`config.mk`:
```
export PLATFORM = sky130hd
export DESIGN_NAME = fp16_div_seq
export DESIGN_NICKNAME = d
export VERILOG_FILES = /design/src/rtl/fp16_div_seq.sv
export SDC_FILE = /design/constraint.sdc
export NUM_CORES = 1
export LEC_CHECK = 0
export BUFFER_PORTS_ARGS = -buffer_cell sky130_fd_sc_hd__buf_2
export CAP_MARGIN = 20
export CORE_MARGIN = 2
export CORE_UTILIZATION = 56
export DETAILED_ROUTE_END_ITERATION = 6
export PLACE_DENSITY = 0.78
export SLEW_MARGIN = 20
export SYNTH_ARGS = -nofsm -noshare
export SYNTH_HDL_FRONTEND = slang
export SYNTH_SLANG_ARGS = --single-unit
```
`constraint.sdc`:
```
create_clock -name i_clk -period 3.2 [get_ports i_clk]
set_clock_uncertainty 0.2 [all_clocks]
set_input_delay 0.16 -clock i_clk [delete_from_list [all_inputs] [get_ports i_clk]]
set_output_delay 0.16 -clock i_clk [all_outputs]
set_load 0.1 [all_outputs]
```
`src/rtl/fp16_div_seq.sv`:
```
// Multi-cycle binary16 divider: restoring division, one quotient bit per clock.
// DAZ inputs, FTZ result, truncation, canonical NaN 0x7C77; valid/ready on both sides.
module fp16_div_seq (
  input  logic        i_clk,
  input  logic        i_rst_n,
  input  logic        i_valid,
  output logic        o_ready,
  input  logic [15:0] i_a,
  input  logic [15:0] i_b,
  output logic        o_valid,
  input  logic        i_ready,
  output logic [15:0] o_res
);

  typedef enum logic [1:0] {StIdle = 2'b00, StDiv = 2'b01, StDone = 2'b10} state_e;

  state_e      r_state;
  logic [12:0] r_rem;
  logic [10:0] r_div;
  logic [10:0] r_q;    // the MSB of the 12-bit quotient only exists in w_q_nxt
  logic [3:0]  r_cnt;
  logic        r_s;
  logic [4:0]  r_ea;
  logic [4:0]  r_eb;
  logic [15:0] r_res;

  logic        w_a_zero, w_a_inf, w_a_nan, w_b_zero, w_b_inf, w_b_nan;
  logic        w_sign, w_special;
  logic [15:0] w_spec_res;

  assign w_a_zero = (i_a[14:10] == 5'd0);
  assign w_a_inf  = (i_a[14:10] == 5'h1F) && (i_a[9:0] == 10'd0);
  assign w_a_nan  = (i_a[14:10] == 5'h1F) && (i_a[9:0] != 10'd0);
  assign w_b_zero = (i_b[14:10] == 5'd0);
  assign w_b_inf  = (i_b[14:10] == 5'h1F) && (i_b[9:0] == 10'd0);
  assign w_b_nan  = (i_b[14:10] == 5'h1F) && (i_b[9:0] != 10'd0);
  assign w_sign   = i_a[15] ^ i_b[15];

  always_comb begin
    w_special  = 1'b1;
    w_spec_res = 16'h0000;
    if (w_a_nan || w_b_nan || (w_a_zero && w_b_zero) || (w_a_inf && w_b_inf)) begin
      w_spec_res = 16'h7C77;
    end else if (w_b_zero || w_a_inf) begin
      w_spec_res = {w_sign, 5'h1F, 10'h000};
    end else if (w_a_zero || w_b_inf) begin
      w_spec_res = {w_sign, 15'h0000};
    end else begin
      w_special = 1'b0;
    end
  end

  logic        w_ge;
  logic [12:0] w_diff;
  logic [12:0] w_rem_nxt;
  logic [11:0] w_q_nxt;
  logic [6:0]  w_e;
  logic [9:0]  w_mant;
  logic [15:0] w_norm_res;

  assign w_ge      = (r_rem >= {2'b00, r_div});
  assign w_diff    = w_ge ? (r_rem - {2'b00, r_div}) : r_rem;
  assign w_rem_nxt = w_diff << 1;
  assign w_q_nxt   = {r_q, w_ge};
  assign w_e       = {2'b00, r_ea} - {2'b00, r_eb} + (w_q_nxt[11] ? 7'd15 : 7'd14);
  assign w_mant    = w_q_nxt[11] ? w_q_nxt[10:1] : w_q_nxt[9:0];

  always_comb begin
    if ($signed(w_e) >= 7'sd31) begin
      w_norm_res = {r_s, 5'h1F, 10'h000};
    end else if ($signed(w_e) <= 7'sd0) begin
      w_norm_res = {r_s, 15'h0000};
    end else begin
      w_norm_res = {r_s, w_e[4:0], w_mant};
    end
  end

  always_ff @(posedge i_clk or negedge i_rst_n) begin
    if (!i_rst_n) begin
      r_state <= StIdle;
      r_rem   <= 13'd0;
      r_div   <= 11'd0;
      r_q     <= 11'd0;
      r_cnt   <= 4'd0;
      r_s     <= 1'b0;
      r_ea    <= 5'd0;
      r_eb    <= 5'd0;
      r_res   <= 16'h0000;
    end else begin
      case (r_state)
        StIdle: begin
          if (i_valid) begin
            r_s  <= w_sign;
            r_ea <= i_a[14:10];
            r_eb <= i_b[14:10];
            if (w_special) begin
              r_res   <= w_spec_res;
              r_state <= StDone;
            end else begin
              r_rem   <= {2'b01, i_a[9:0]};
              r_div   <= {1'b1, i_b[9:0]};
              r_q     <= 11'd0;
              r_cnt   <= 4'd0;
              r_state <= StDiv;
            end
          end
        end
        StDiv: begin
          r_rem <= w_rem_nxt;
          r_q   <= w_q_nxt[10:0];
          r_cnt <= r_cnt + 4'd1;
          if (r_cnt == 4'd11) begin
            r_res   <= w_norm_res;
            r_state <= StDone;
          end
        end
        StDone: begin
          if (i_ready) r_state <= StIdle;
        end
        default: r_state <= StIdle;
      endcase
    end
  end

  assign o_ready = (r_state == StIdle);
  assign o_valid = (r_state == StDone);
  assign o_res   = r_res;

endmodule

```
After elaboration in Yosys (flattened, before gate mapping)
Cells that the tools add are included.

word-level totals
  bits in registers = 68
  bits in latches = 0
  memory bits (writable) = 0
  ROM bits = 0
  bits of input ports = 36
  word-level logic and storage cells = 81
  memories = 0

operators by class
  $add $sub $neg = 4
  $mul = 0
  div/mod/pow operators = 0
  order comparisons = 3
  equality and inequality tests = 10
  shift-type cells = 0
  muxes and demuxes = 29
  bitwise logic cells = 2
  reduce and logical (&&, ||, !) cells = 24

operator list
  operator                                                                             count
  16-bit two-way mux                                                                   6
  16-bit case mux with 2 select lines                                                  1
  15-bit two-way mux                                                                   2
  13-bit two-way mux                                                                   2
  13-bit case mux with 2 select lines                                                  1
  11-bit two-way mux                                                                   2
  11-bit case mux with 2 select lines                                                  1
  10-bit zero test                                                                     2
  10-bit nonzero test                                                                  2
  13-bit by 11-bit greater-or-equal comparator with 1-bit output                       1
  12-bit two-way mux                                                                   1
  12-bit by 11-bit subtractor with 12-bit output                                       1
  5-bit equality test, second input constant                                           2
  5-bit zero test                                                                      2
  10-bit two-way mux                                                                   1
  3-bit AND reduction                                                                  3
  2-bit two-way mux                                                                    4
  4-bit two-way mux                                                                    2
  4-bit case mux with 2 select lines                                                   1
  6-bit by 5-bit adder with 7-bit output                                               1
  7-bit by 6-bit greater-or-equal comparator with 1-bit output, second input constant  1
  7-bit by 1-bit less-or-equal comparator with 1-bit output, second input constant     1
  1-bit logical AND                                                                    6
  2-bit inequality test, second input constant                                         3
  15 further kinds                                                                     23

Depth between registers and ports, before layout
Gate-level depths: netlist (run 1).

  word-level depth = 9
  gate-level depth with buffers = 13

Worst setup path before layout (run 1)
No wires, ideal clock.

  path type = flip-flop to flip-flop
  start = register r_state[1]
  end = register r_res[11] (netlist: o_res[11])
  data arrival time = 3.128 ns
  data required time = 2.874 ns
  setup slack = -0.254 ns
  cell stages (with the launch flop) = 7
  path through = dfrtp_1 clkbuf_1 nor2_1 nand2_1 o21a_1 buf_2 a221o_1

on the way
  cells in the longest elaborated chain, start to end = 3

RTL lines
  what                                                                                line  source
  start: declaration                                                                  17    state_e r_state;
  start signal: assignment                                                            80    r_state <= StIdle;
  start signal: assignment                                                            98    r_state <= StDone;
  start signal: assignment                                                            104   r_state <= StDiv;
  2-bit zero test *                                                                   --
  via o_ready                                                                         7     output logic o_ready,
  2-bit by 1-bit inequality test with 1-bit output (no line) (tied with other cells)  --
  4-bit AND reduction (no line)                                                       --
  end signal: assignment                                                              97    r_res <= w_spec_res;
  end signal: assignment                                                              113   r_res <= w_norm_res;
  end: declaration                                                                    25    logic [15:0] r_res;

Mark *: on every way through the listed nets, which the timed path passes. The rest lies on a longest branch.
A chain may end at the register's enable or synchronous reset.

Worst setup path in the final report (run 1)
  start = register r_eb[0]
  end = register r_res[6] (netlist: o_res[6])

on the way
  cells in the longest elaborated chain, start to end = 7

RTL lines
  what                                                       line  source
  start: declaration                                         24    logic [4:0] r_eb;
  start signal: assignment                                   95    r_eb <= i_b[14:10];
  5-bit by 5-bit subtractor with 6-bit output *              65    assign w_e = {2'b00, r_ea} - {2'b00, r_eb} + (w_q_nxt[11] ? 7'd15 : 7'd14);
  6-bit by 5-bit adder with 7-bit output *                   65
  7-bit by 1-bit less-or-equal comparator with 1-bit output  71    end else if ($signed(w_e) <= 7'sd0) begin
  15-bit two-way mux                                         71
  15-bit two-way mux *                                       69    if ($signed(w_e) >= 7'sd31) begin
  16-bit two-way mux *                                       112   if (r_cnt == 4'd11) begin
  16-bit case mux with 2 select lines *                      90    case (r_state)

Mark *: on every way between the ends. The rest lies on a longest branch, timed or not. The select of a mux whose other input is x is not followed.

==> flow_metrics.py, run 1 <==
metrics = {
    "run_status": {
        "status": "finished, final reports clean",
    },
    "worst_setup_path": {
        "path_cells": "ha_1, fa_1, ha_1, inv_1, xnor2_1, o31ai_1, nand2_1, mux2i_1, nor3_4, a221o_1",
        "critical_path.top_delay_family": "adder cells",
        "endpoint_kind": "flop",
        "critPathMaxFanout": 10,
        "cpMaxStageDelayCell": "fa_1",
        "worstSetupPathType": "reg2reg",
        "cp_common_cell": "ha_1",
        "cp-start-kind": "flop",
        "required_ns": 3.23,
        "crit_arrival_ns": 3.04,
        "max_stage_delay_ns": 0.53,
        "crit_buf_inv": 1,
    },
    "cts": {
        "htree_levels": 3,
        "cts_buffer_depth": 2,
        "cts_tree": "done",
        "cts_buffers": 9,
        "clock-sinks": 68,
        "cts_setup_buffers": 0,
        "clk_latency_ns": 0.35,
        "ctsRootBufferMaster": "clkbuf_8",
        "path_clk_slew_ns": 0.07,
    },
    "synth": {
        "syn-cell-area_um2": 4080,
        "synth.avg_cell_area_um2": 9.69,
        "synth_edf_count": 0,
        "syn-num-nets": 478,
        "postSynthCellCount": 421,
        "synth_warnings": 0,
        "synth_top_area_share_pct": 41.7,
        "synth_cell_types": 59,
        "async_reset_ff_share_pct": 100,
        "ys_seq_elements": 68,
        "netlist_top_cells_area": "dfrtp_1 (42%), ha_1 (5.8%), nand2_1 (5.0%), o21ai_0 (3.4%), a22o_1 (3.2%)",
        "yosys.area.top_type": "dfrtp_1",
        "ys_seq_area_share_pct": 41.7,
        "ys.flop_type": "dfrtp_1",
    },
    "flow_run": {
        "max_cap_viol_count": 0,
    },
    "sta": {
        "finalSetupTns_ns": 0,
        "period_minus_slack_ns": 3.01,
        "maxSlewHeadroom_pct": 59.8,
        "fin_crit_sh_pct": 94.0,
        "rsz0062_at_grt": "no",
        "hold_viol": 0,
        "worstMarginPinSlew_ns": 0.603,
        "slew_viol_final": 0,
        "setup_viol_count_final": 0,
        "max_freq_mhz": 332,
    },
    "layout": {
        "multi_input_area_um2": 2200,
        "layout.nets": 569,
        "fillerInstances": 591,
        "final_cell_count_no_fill": 615,
        "syn2layout_area_growth_pct": 21.4,
        "drive_above_1_share_pct": 20.2,
        "ff_latch_area_um2": 1700,
        "utilization_pct": 69.4,
        "diodes": 0,
    },
    "routing": {
        "avgRoutedWirePerCell_um": 16.1,
        "ant_nets": 0,
        "drt_iter0_drc": 191,
        "routed_wl_mm": 9.92,
        "num_vias": 3535,
        "dr.pass1.iters": 4,
        "viasPerCell": 5.75,
        "drc": 0,
    },
    "floorplanning": {
        "core_um2": 7140,
        "ioPinCount": 54,
        "initial_core_util_pct": 57.2,
        "fp-row-count": 31,
        "die_y_um": 89.4,
        "dieArea_um2": 7990,
        "die_x_um": 89.4,
    },
    "global_routing": {
        "grt_use_total_pct": 26.8,
        "grt_pass1_wl_mm": 16.2,
        "antenna_found_initial": 0,
        "grt_pass1_vias": 3383,
        "grt.overflow.total": 0,
        "grt_max_degree": 27,
    },
    "placed_design": {
        "io_buffer_count": 53,
        "hpwlAfterDp_mm": 7.00,
        "dp.cells": 567,
        "routabilityCongestion": 0.899,
    },
    "worst_hold_path": {
        "min_path_type": "in2reg",
    },
}
timing repair:
action	CTS	global route
resized for setup	0	1
hold endpoints to repair	54	0
setup endpoints to repair	0	8
hold buffers	33	0
stage by stage:
step | area (µm²) | worst slack [ns] | hold WS, ns
6_report | 4950 | 0.191 | 0.0828
5_1_grt | 4950 | 0.00626 | 0.117
4_1_cts | 4950 | 0.195 | 0.0757
3_5_place_dp | 4450 | 0.211 | -0.0165
3_3_place_gp | 4450 | 0.329 | -0.0178
2_1_floorplan | 4080 | 0.341 | -0.336
cell usage after synthesis, drive strengths merged (3+ instances only):
master / n
a21oi: 21
a221o: 14
a22o: 15
a2bb2oi: 3
a31oi: 4
and2: 5
and3: 8
buf: 6
clkbuf: 8
dfrtp: 68
ha: 19
inv: 25
mux2: 9
mux2i: 11
nand2: 54
nand2b: 9
nand3: 11
nor2: 24
nor2b: 5
nor3: 8
nor4: 6
o211ai: 3
o21ai: 30
o21bai: 3
o221ai: 3
o22ai: 4
or4: 3
xnor2: 14
xor2: 5
flip-flops by register name (all words and copies together) (netlist names):
name     cells
o_res       16
r_q         11
r_cnt        4
r_state      2
r_eb         5
r_div       11
r_ea         5
r_rem       13
r_s          1
path summary, 6_finish.rpt:
path / startpoint / end / slack, ns / cells past startpoint
min in group asynchronous: i_rst_n / r_q[6]$_DFFE_PN0P_ / 0.13 / 2
min: i_b[15] / o_res[15]$_DFFE_PN0P_ / 0.08 / 4
max: r_eb[0]$_DFFE_PN0P_ / o_res[6]$_DFFE_PN0P_ / 0.19 / 10
min reg2reg: r_div[10]$_DFFE_PN0P_ / r_div[10]$_DFFE_PN0P_ / 0.27 / 2
max in group asynchronous: i_rst_n / r_cnt[0]$_DFFE_PN0P_ / 1.92 / 3
max reg2reg: r_eb[0]$_DFFE_PN0P_ / o_res[6]$_DFFE_PN0P_ / 0.19 / 10
metal layers:
| metal | share of wire (%) | GRT usage, % | vias to the layer above |
|---|---|---|---|
| met1 | 46 | 37.1 | 1699 |
| met3 | 4.7 | 3.14 | 16 |
| met4 | 1.8 | 10.6 | 0 |
| met2 | 47 | 43.0 | 111 |
| met5 | 0 | 0 | - |
| li1 | - | - | 1709 |
area by class of cell:
type | instances | area share, %
Multi-Input combinational cell | 313 | 44.5
Inverter | 25 | 1.89
Tap cell | 99 | 2.50
Sequential cell | 68 | 34.3
Timing Repair Buffer | 95 | 13.4
Clock buffer | 13 | 3.21
Clock inverter | 2 | 0.202
cell usage in the layout, fill, tap and decap left out, drive strengths merged, types with 15 or more instances in the layout:
master / n
dlygate4sd3: 33
a22o: 15
nor2: 24
buf: 62
ha: 19
a21oi: 21
nand2: 54
o21ai: 30
dfrtp: 68
inv: 25
worst reg2reg max path: cells and delay by family (launching register included):
kind,cells,cell delay (ns)
AOI/OAI and AO/OA,2,0.61
adders and majority gates,3,0.96
and+or+nand+nor,2,0.22
DFF,1,0.40
buffers and inverters,1,0.09
xor gates and xnor gates,1,0.16
muxes,1,0.25
logic make-up (layout without fill, tap and decap cells):
family          after synthesis  in the layout  share of synthesized area (%)
xor+xnor                     19             19                           4.08
flops                        68             68                           41.7
fa+ha+maj                    21             21                           6.81
mux                          20             20                           5.18
compound gates              111            111                           19.7
simple gates                142            142                           18.0
buf+inv                      40            135                           4.63
Power of run 1 is not shown: default switching activity piles up to over one toggle a cycle in this logic, so the estimate is an artifact.
==> run 2, diff against run 1 <==
==> constraint.sdc (replaced) <==
create_clock -name i_clk -period 3.3 [get_ports i_clk]
set_clock_uncertainty 0.2 [all_clocks]
set_input_delay 0.33 -clock i_clk [delete_from_list [all_inputs] [get_ports i_clk]]
set_output_delay 0.33 -clock i_clk [all_outputs]
set_load 0.1 [all_outputs]
==> run 2 against run 1 <==
Against the previous run: sequential share of layout area grew 2.2 points; non-clock buffer count down 31; count of clock-buffer cells in the layout is the same; maximum frequency decreased by 2.2%; cell area shrank 6.0%; routed wire length decreased by 5.5%; utilization down 4.2 points; worst setup slack gained 0.034 ns; die area unchanged; sequential cell count did not move; critical path type unchanged.
==> flow_metrics.py, run 2 (same netlist as run 1, synthesis figures left out) <==
metrics = {
    "routing": {
        "dr.pass1.iters": 5,
        "drt_iter0_drc": 238,
        "viasPerCell": 5.78,
        "avgRoutedWirePerCell_um": 16.0,
        "num_vias": 3376,
        "routed_wl_mm": 9.37,
        "ant_nets": 0,
        "drc": 0,
    },
    "cts": {
        "hold_buffers": 4,
        "ctsResizeCount": 0,
        "clock-sinks": 68,
        "cts_buffers": 9,
        "cts_buffer_depth": 2,
        "cts_setup_buffers": 0,
        "cts_tree": "done",
        "htree_levels": 3,
        "clk_latency_ns": 0.34,
        "path_clk_slew_ns": 0.07,
        "ctsRootBufferMaster": "clkbuf_8",
    },
    "layout": {
        "diodes": 0,
        "layout.nets": 538,
        "final_cell_mix": "dfrtp_1 (68), nand2_1 (54), buf_2 (53)",
        "layout_commonest_cell": "dfrtp_1",
        "utilization_pct": 65.3,
        "drive_above_1_share_pct": 20.6,
        "fin_area_um2": 4660,
        "multi_input_area_um2": 2200,
        "ff_latch_area_um2": 1700,
        "fillerInstances": 612,
        "syn2layout_area_growth_pct": 14.1,
        "final_cell_count_no_fill": 584,
        "largest_register_ffs": 16,
    },
    "worst_setup_path": {
        "r2r-end": "o_res[2]$_DFFE_PN0P_",
        "critPathMaxFanout": 10,
        "reg2reg_from": "r_eb[0]$_DFFE_PN0P_",
        "cp-start-kind": "flop",
        "crit_path_end": "o_res[2]$_DFFE_PN0P_",
        "rrSetupSlack_ns": 0.22,
        "required_ns": 3.38,
        "crit_arrival_ns": 3.15,
        "endpoint_kind": "flop",
        "worst-r2r-cell-count": 9,
        "crit_start": "r_eb[0]$_DFFE_PN0P_",
        "worstSetupPathType": "reg2reg",
    },
    "placed_design": {
        "hpwlAfterDp_mm": 7.01,
        "io_buffer_count": 53,
        "place_area_um2": 4430,
        "dp.cells": 565,
        "routabilityCongestion": 0.922,
    },
    "sta": {
        "setup_viol_count_final": 0,
        "fin_crit_sh_pct": 93.2,
        "slew_viol_final": 0,
        "period_minus_slack_ns": 3.08,
        "maxSlewHeadroom_pct": 44.2,
        "worstMarginPinSlew_ns": 0.838,
        "finalSetupTns_ns": 0,
        "hold_viol": 0,
        "rsz0062_at_grt": "no",
        "max_freq_mhz": 325,
    },
    "global_routing": {
        "grt-busiest-layer": "met2",
        "met1_usage_pct": 34.9,
        "grt_pass1_vias": 3126,
        "antenna_found_initial": 0,
        "use_met3_pct": 3.79,
        "grt_pass1_wl_mm": 15.1,
        "grt.overflow.total": 0,
        "grt_max_degree": 38,
        "grt.met2_usage_pct": 37.1,
        "grt_use_total_pct": 24.8,
    },
    "floorplanning": {
        "core_um2": 7140,
        "dieArea_um2": 7990,
        "die_x_um": 89.4,
        "fp-row-count": 31,
        "die_y_um": 89.4,
        "ioPinCount": 54,
        "initial_core_util_pct": 57.2,
    },
    "worst_hold_path": {
        "min_path_type": "in2reg",
    },
    "run_status": {
        "status": "finished, final reports clean",
    },
    "flow_run": {
        "max_cap_viol_count": 0,
    },
}
-- run 2: changes by cell type in the layout (fill, tap and decap cells not counted) --
cell           before  now
dlygate4sd3_1      33    4
buf_4               9    7
bufinv_16           0    1
clkbuf_1            2    3
clkbuf_8           11   10
clkinv_2            2    1
xor2_1              4    5
xor2_2              1    0
-- run 2: metrics by stage --
step,hold WS [ns],setup WS (ns)
after floorplan,-0.166,0.441
after detailed placement,0.271,0.313
after CTS,0.000146,0.245
after global placement,0.256,0.419
after global routing,0.0207,0.0604
final,0.00662,0.225
-- run 2: layer usage --
layer | vias up | part of all wire (%) | wire [µm]
met5 | - | 0 | 0
met4 | 0 | 3.6 | 337
met3 | 25 | 4.6 | 435
met2 | 110 | 44 | 4100
met1 | 1593 | 48 | 4500
li1 | 1648 | - | -
-- run 2: final cells by class --
class,count,share of cell area [%]
clock inverters,2,0.752
clock buffers,13,3.20
well taps,99,2.66
repair buffers,64,7.68
multi-input cells,313,47.2
inverters,25,2.02
flip-flops and latches,68,36.5
-- run 2: worst min-delay path by stage --
stage               cells past startpoint                     to             startpoint  slack [ns]
finish                                  3    r_ea[2]$_DFFE_PN0P_                i_a[12]       0.007
floorplan                               0   o_res[0]$_DFFE_PN0P_                i_rst_n       -0.17
global placement                        2  r_div[10]$_DFFE_PN0P_  r_div[10]$_DFFE_PN0P_        0.26
CTS                                     3    r_ea[2]$_DFFE_PN0P_                i_a[12]      0.0001
global route                            3    r_ea[2]$_DFFE_PN0P_                i_a[12]        0.02
detailed placement                      2    r_ea[2]$_DFFE_PN0P_    r_ea[2]$_DFFE_PN0P_        0.27
-- run 2: worst max-delay path, cell delays in order (launching register included) --
cell	delay, ns
dfrtp_1	0.39
ha_1	0.21
fa_1	0.43
nand2b_1	0.18
a21oi_2	0.19
xor2_1	0.39
a2bb2oi_1	0.26
mux2i_1	0.15
nor3_4	0.40
a221o_1	0.21
Power of run 2 is left out for the same reason.
